===== config.mk =====
export PLATFORM = sky130hd
export DESIGN_NAME = led_flow_monitor
export DESIGN_NICKNAME = d
export VERILOG_FILES = /design/src/rtl/led_flow_monitor.sv
export SDC_FILE = /design/constraint.sdc
export NUM_CORES = 1
export LEC_CHECK = 0
export CAP_MARGIN = 20
export CORE_MARGIN = 8
export CORE_UTILIZATION = 37
export DETAILED_ROUTE_END_ITERATION = 7
export GPL_ROUTABILITY_DRIVEN = 0
export PLACE_DENSITY_LB_ADDON = 0.25
export SYNTH_ARGS = -nofsm -noshare
export SYNTH_HDL_FRONTEND = slang
export SYNTH_SLANG_ARGS = --single-unit

===== constraint.sdc =====
create_clock -name sys_clk -period 4.53 [get_ports sys_clk]
set_input_delay 0.906 -clock sys_clk [delete_from_list [all_inputs] [get_ports sys_clk]]
set_output_delay 0.906 -clock sys_clk [all_outputs]
set_load 0.1 [all_outputs]

===== src/rtl/led_flow_monitor.sv =====
// led_flow_monitor: passive checker for the flow-LED blinker bus.
// Measures change-to-change intervals on led_in and checks both the 01/10
// alternation and the interval window. Reports lock and a sticky first-error code.
// Optional macro LED_MON_TIMEOUT_EN enables stuck-bus detection (err_code 11).
module led_flow_monitor #(
    parameter int unsigned EXP_PERIOD = 25_000_000,
    parameter int unsigned TOL        = 1000,
    parameter int unsigned CNT_W      = 32
) (
    input  logic             sys_clk,
    input  logic             sys_rst,
    input  logic [1:0]       led_in,
    input  logic             clr,
    output logic             locked,
    output logic             err,
    output logic [1:0]       err_code,
    output logic [CNT_W-1:0] period,
    output logic [15:0]      edge_cnt
);

    localparam logic [1:0] ST_IDLE   = 2'd0;
    localparam logic [1:0] ST_ACQ    = 2'd1;
    localparam logic [1:0] ST_LOCKED = 2'd2;
    localparam logic [1:0] ST_ERROR  = 2'd3;

    localparam logic [1:0] EC_NONE    = 2'b00;
    localparam logic [1:0] EC_ILLEGAL = 2'b01;
    localparam logic [1:0] EC_PERIOD  = 2'b10;
    localparam logic [1:0] EC_STUCK   = 2'b11;

    // Window bounds carry one extra bit so a saturated cnt+1 cannot wrap into range.
    localparam logic [CNT_W:0] WIN_LO = (CNT_W+1)'(EXP_PERIOD - TOL);
    localparam logic [CNT_W:0] WIN_HI = (CNT_W+1)'(EXP_PERIOD + TOL);

    logic [1:0]       led_m_q, led_s_q, led_q;
    logic [1:0]       state_q, state_d;
    logic [CNT_W-1:0] cnt_q, cnt_d;
    logic [CNT_W-1:0] period_q, period_d;
    logic [15:0]      edge_cnt_q, edge_cnt_d;
    logic             locked_q, locked_d;
    logic             err_q, err_d;
    logic [1:0]       err_code_q, err_code_d;

    logic             change_c, pattern_ok_c, legal_c, in_win_c, stuck_c;
    logic [CNT_W:0]   interval_c;

    // Two-flop synchronizer plus previous-sample register; untouched by clr.
    always_ff @(posedge sys_clk or posedge sys_rst) begin
        if (sys_rst) begin
            led_m_q <= 2'b00;
            led_s_q <= 2'b00;
            led_q   <= 2'b00;
        end else begin
            led_m_q <= led_in;
            led_s_q <= led_m_q;
            led_q   <= led_s_q;
        end
    end

    // Change detection, legality, window and stuck conditions.
    always_comb begin
        change_c     = (led_s_q != led_q);
        pattern_ok_c = (led_s_q == 2'b01) || (led_s_q == 2'b10);
        legal_c      = pattern_ok_c && (led_s_q == ~led_q);
        interval_c   = {1'b0, cnt_q} + (CNT_W+1)'(1);
        in_win_c     = (interval_c >= WIN_LO) && (interval_c <= WIN_HI);
`ifdef LED_MON_TIMEOUT_EN
        stuck_c      = !change_c && (interval_c > WIN_HI);
`else
        stuck_c      = 1'b0;
`endif
    end

    // Next-state, counters and status; clr overrides everything else.
    always_comb begin
        state_d    = state_q;
        cnt_d      = cnt_q;
        period_d   = period_q;
        edge_cnt_d = edge_cnt_q;
        err_code_d = err_code_q;

        if (change_c) begin
            cnt_d = '0;
        end else if (cnt_q != '1) begin
            cnt_d = cnt_q + CNT_W'(1);
        end

        if (change_c && (state_q != ST_IDLE)) begin
            period_d = interval_c[CNT_W] ? '1 : interval_c[CNT_W-1:0];
        end

        case (state_q)
            ST_IDLE: begin
                if (change_c && pattern_ok_c) begin
                    state_d = ST_ACQ;
                end
            end
            ST_ACQ, ST_LOCKED: begin
                if (change_c) begin
                    if (legal_c && in_win_c) begin
                        state_d    = ST_LOCKED;
                        edge_cnt_d = edge_cnt_q + 16'd1;
                    end else begin
                        state_d    = ST_ERROR;
                        err_code_d = legal_c ? EC_PERIOD : EC_ILLEGAL;
                    end
                end else if (stuck_c) begin
                    state_d    = ST_ERROR;
                    err_code_d = EC_STUCK;
                end
            end
            default: begin
                state_d = ST_ERROR;
            end
        endcase

        if (clr) begin
            state_d    = ST_IDLE;
            cnt_d      = '0;
            period_d   = '0;
            edge_cnt_d = '0;
            err_code_d = EC_NONE;
        end

        locked_d = (state_d == ST_LOCKED);
        err_d    = (state_d == ST_ERROR);
    end

    // State and status registers.
    always_ff @(posedge sys_clk or posedge sys_rst) begin
        if (sys_rst) begin
            state_q    <= ST_IDLE;
            cnt_q      <= '0;
            period_q   <= '0;
            edge_cnt_q <= '0;
            locked_q   <= 1'b0;
            err_q      <= 1'b0;
            err_code_q <= EC_NONE;
        end else begin
            state_q    <= state_d;
            cnt_q      <= cnt_d;
            period_q   <= period_d;
            edge_cnt_q <= edge_cnt_d;
            locked_q   <= locked_d;
            err_q      <= err_d;
            err_code_q <= err_code_d;
        end
    end

    assign locked   = locked_q;
    assign err      = err_q;
    assign err_code = err_code_q;
    assign period   = period_q;
    assign edge_cnt = edge_cnt_q;

endmodule


==> results.py <==
metrics = {
    "sta": {
        "fin_ws_ps": 563.4,
        "finalHoldViolations": 0,
        "fin_skew_ps": 10.54,
        "rsz0062_at_grt": "false",
        "setup_viol": 0,
        "tightest_slew_ps": 1028,
        "fin_crit_sh": 0.8756,
        "slew_headroom": 0.3146,
        "maxSlewViolCount": 0,
        "max_freq_mhz": 252.1,
        "tns_ps": 0,
        "min_period_ps": 3967,
    },
    "critical_path": {
        "critPathBufInv": 0,
        "required_ps": 4800,
        "endpoint_kind": "flip-flop",
        "arrival_ps": 4240,
        "cp-start-kind": "flip-flop",
        "worstRegToRegCells": 10,
        "cp_max_fo": 28,
        "crit_family": "simple AND/OR/NAND/NOR gates",
        "cp_num_cells": 10,
        "critPathKind": "reg -> reg",
        "crit_chain": "ha_1, and4_1, nand3_2, or4_1, xnor2_1, nand4_1, nor4_4, nand3_2, or4_1, a21oi_1",
        "slowest_stage": "or4_1",
        "slowest_delay_ps": 640,
    },
    "cells_and_area": {
        "drive_gt1_frac": 0.07626,
        "nNetsFinal": 582,
        "synthToLayoutAreaGrowth_pct": 21.48,
        "fillers": 1274,
        "insertedDiodeCount": 0,
        "final_cells": 753,
    },
    "route": {
        "postRouteAntennaNets": 0,
        "via_per_inst": 5.409,
        "totalWireLength_mm": 11.90,
        "drc": 0,
        "routedWlPerCell_um": 15.81,
        "drt_iter0_markers": 423,
        "dr_total_vias": 4073,
        "firstDrtPassIters": 5,
    },
    "global_route": {
        "grt_max_degree": 54,
        "antenna_found_initial": 0,
        "grt_use_total": 0.1425,
        "grt_pass1_wl_mm": 20.44,
        "overflow": 0,
        "first_global_vias": 3965,
    },
    "placement": {
        "dp_cells": 735,
        "io_buffers": 56,
        "dp_slack_ps": 626.8,
        "hpwl_mm": 8.413,
    },
    "die": {
        "core_area_um2": 13140,
        "dieArea_um2": 17250,
        "initial_core_util": 0.3747,
        "dieWidth_um": 131.3,
        "row_count": 42,
        "ios": 57,
        "dieHeight_um": 131.3,
    },
    "hold_path": {
        "hold_depth": 0,
        "hp-class": "reg -> reg",
    },
    "synthesis": {
        "ys.flop_type": "dfrtp_1",
        "synth_cell_type_count": 59,
        "synthArstFlopShare": 1.000,
        "yosysWarnings": 0,
        "synth-edff-count": 0,
        "netlist_area_um2": 4922,
        "yosys_register_bits": 92,
        "ys_seq_area_frac": 0.4677,
        "synth_nets": 539,
        "avgSynthCellArea_um2": 9.305,
        "syn_inst": 529,
    },
    "flow_run": {
        "maxCapViolations": 0,
    },
    "power": {
        "p_total_w": 0.002072,
        "vdd_drop_max_mv": 0.2961,
        "power.density_nw_per_um2": 346.6,
        "p_leak_nw": 2.509,
    },
    "clock_network": {
        "clk_pin_slew_worst_paths_ps": 70,
        "cts_root_buffer": "clkbuf_16",
        "clk_latency_ps": 350,
        "tritoncts": "built",
        "post_cts_buffers": 0,
        "cts_buffer_depth": 2,
        "cts_sinks": 92,
        "hold_buffers": 0,
        "cts_buffers": 9,
        "ctsResizeCount": 0,
        "h-tree-depth": 3,
    },
    "run_status": {
        "status": "completed",
    },
}
-- registers in the layout, summed over array words and instances, names as in the netlist --
signal and count:
cnt_q 32, period 32, edge_cnt 16, err_code 2, led_m_q 2, led_q 2
led_s_q 2, state_q 2, err 1, locked 1
-- path summary, 6_finish.rpt --
kind / from / end / slack, ps
setup / recovery: cnt_q[0]$_DFFE_PP0P_ / edge_cnt[5]$_DFFE_PP0P_ / 560
hold / removal: led_m_q[1]$_DFF_PP0_ / led_s_q[1]$_DFF_PP0_ / 350
setup reg to reg: cnt_q[0]$_DFFE_PP0P_ / edge_cnt[5]$_DFFE_PP0P_ / 560
hold reg to reg: led_m_q[1]$_DFF_PP0_ / led_s_q[1]$_DFF_PP0_ / 350
max in group asynchronous: sys_rst / cnt_q[30]$_DFFE_PP0P_ / 2730
min in group asynchronous: sys_rst / cnt_q[1]$_DFFE_PP0P_ / 890
-- per-stage QoR --
step / util / area, um2 / hold slack (ps)
global placement: 0.4271 / 5612 / 341.9
floorplan: - / 4922 / 331.2
detailed placement: 0.4283 / 5627 / 341.0
finish: 0.4551 / 5979 / 349.9
CTS: 0.4525 / 5944 / 354.6
global route: 0.4551 / 5979 / 365.9
-- cells in the final DEF, fill, tap and decap left out, types with 13 or more instances in the layout --
| master | netlist | routed |
|---|---|---|
| clkdlybuf4s50_1 | 0 | 56 |
| dfrtp_1 | 92 | 92 |
| nand2_1 | 42 | 42 |
| o21ai_0 | 29 | 29 |
| xnor2_1 | 22 | 22 |
| xor2_1 | 13 | 13 |
| a21o_1 | 21 | 21 |
| nand3_1 | 24 | 24 |
| nor2_1 | 40 | 40 |
| or3_1 | 13 | 13 |
| a21oi_1 | 62 | 61 |
-- worst register-to-register path, cell delays in order (launching register included) --
cell and delay [ps]:
dfrtp_1 470, ha_1 380, and4_1 310, nand3_2 180, or4_1 630, xnor2_1 220, nand4_1 170, nor4_4 290
nand3_2 430, or4_1 640, a21oi_1 170
-- Yosys cell counts, drive strengths merged, types with 4 or more instances --
| library cell | count | area [um2] |
|---|---|---|
| and3 | 8 | 50.05 |
| nor2b | 5 | 31.28 |
| inv | 9 | 33.78 |
| a21o | 21 | 157.7 |
| nor3 | 12 | 65.06 |
| xor2 | 13 | 113.9 |
| nand3 | 26 | 140.1 |
| clkbuf | 23 | 86.33 |
| and4 | 6 | 52.55 |
| ha | 5 | 62.56 |
| o31ai | 4 | 30.03 |
| or3 | 13 | 81.33 |
| nand2 | 42 | 157.7 |
| nor3b | 4 | 30.03 |
| nor4 | 9 | 98.84 |
| or2 | 5 | 31.28 |
| or4 | 7 | 52.55 |
| nor2 | 40 | 150.1 |
| buf | 11 | 62.56 |
| and2 | 5 | 31.28 |
| nand4 | 13 | 102.6 |
| a21oi | 62 | 310.3 |
| o21ai | 30 | 150.1 |
| xnor2 | 22 | 192.7 |
| dfrtp | 92 | 2302 |
| nand2b | 7 | 43.79 |
-- logic make-up after synthesis --
family	count (synthesis)	share of synthesized area
adder cells (fa/ha/maj)	5	0.01271
flip-flops	92	0.4677
AO/OA/AOI/OAI	142	0.1729
buffers and inverters	43	0.03711
AND/OR/NAND/NOR	208	0.2387
multiplexers	4	0.008642
XOR/XNOR	35	0.06228
-- layer usage --
metal	vias up	wire, um	GRT usage
li1	1990	-	-
met1	1962	5741	0.1889
met4	0	151	0.03893
met3	12	826	0.05450
met5	-	0	0
met2	109	5185	0.2123
-- layout make-up --
type | instances | area [um2] | share of cell area
tap | 176 | 220.2 | 0.03683
multi-input combinational | 394 | 2441 | 0.4082
clock buffer | 10 | 229.0 | 0.03829
sequential | 92 | 2302 | 0.3850
clock inverter | 6 | 88.84 | 0.01486
inverter | 9 | 35.03 | 0.005859
timing repair buffer | 66 | 663.1 | 0.1109
-- report_power, final --
part,total (W),internal (W),leakage (nW),switching [W]
Combinational,0.000399,0.0000983,1.09,0.000301
Clock,0.000803,0.000483,0.149,0.000320
Sequential,0.000870,0.000851,1.27,0.0000185
Total,0.00207,0.00143,2.51,0.000640
(Power assumes the default switching activity.)
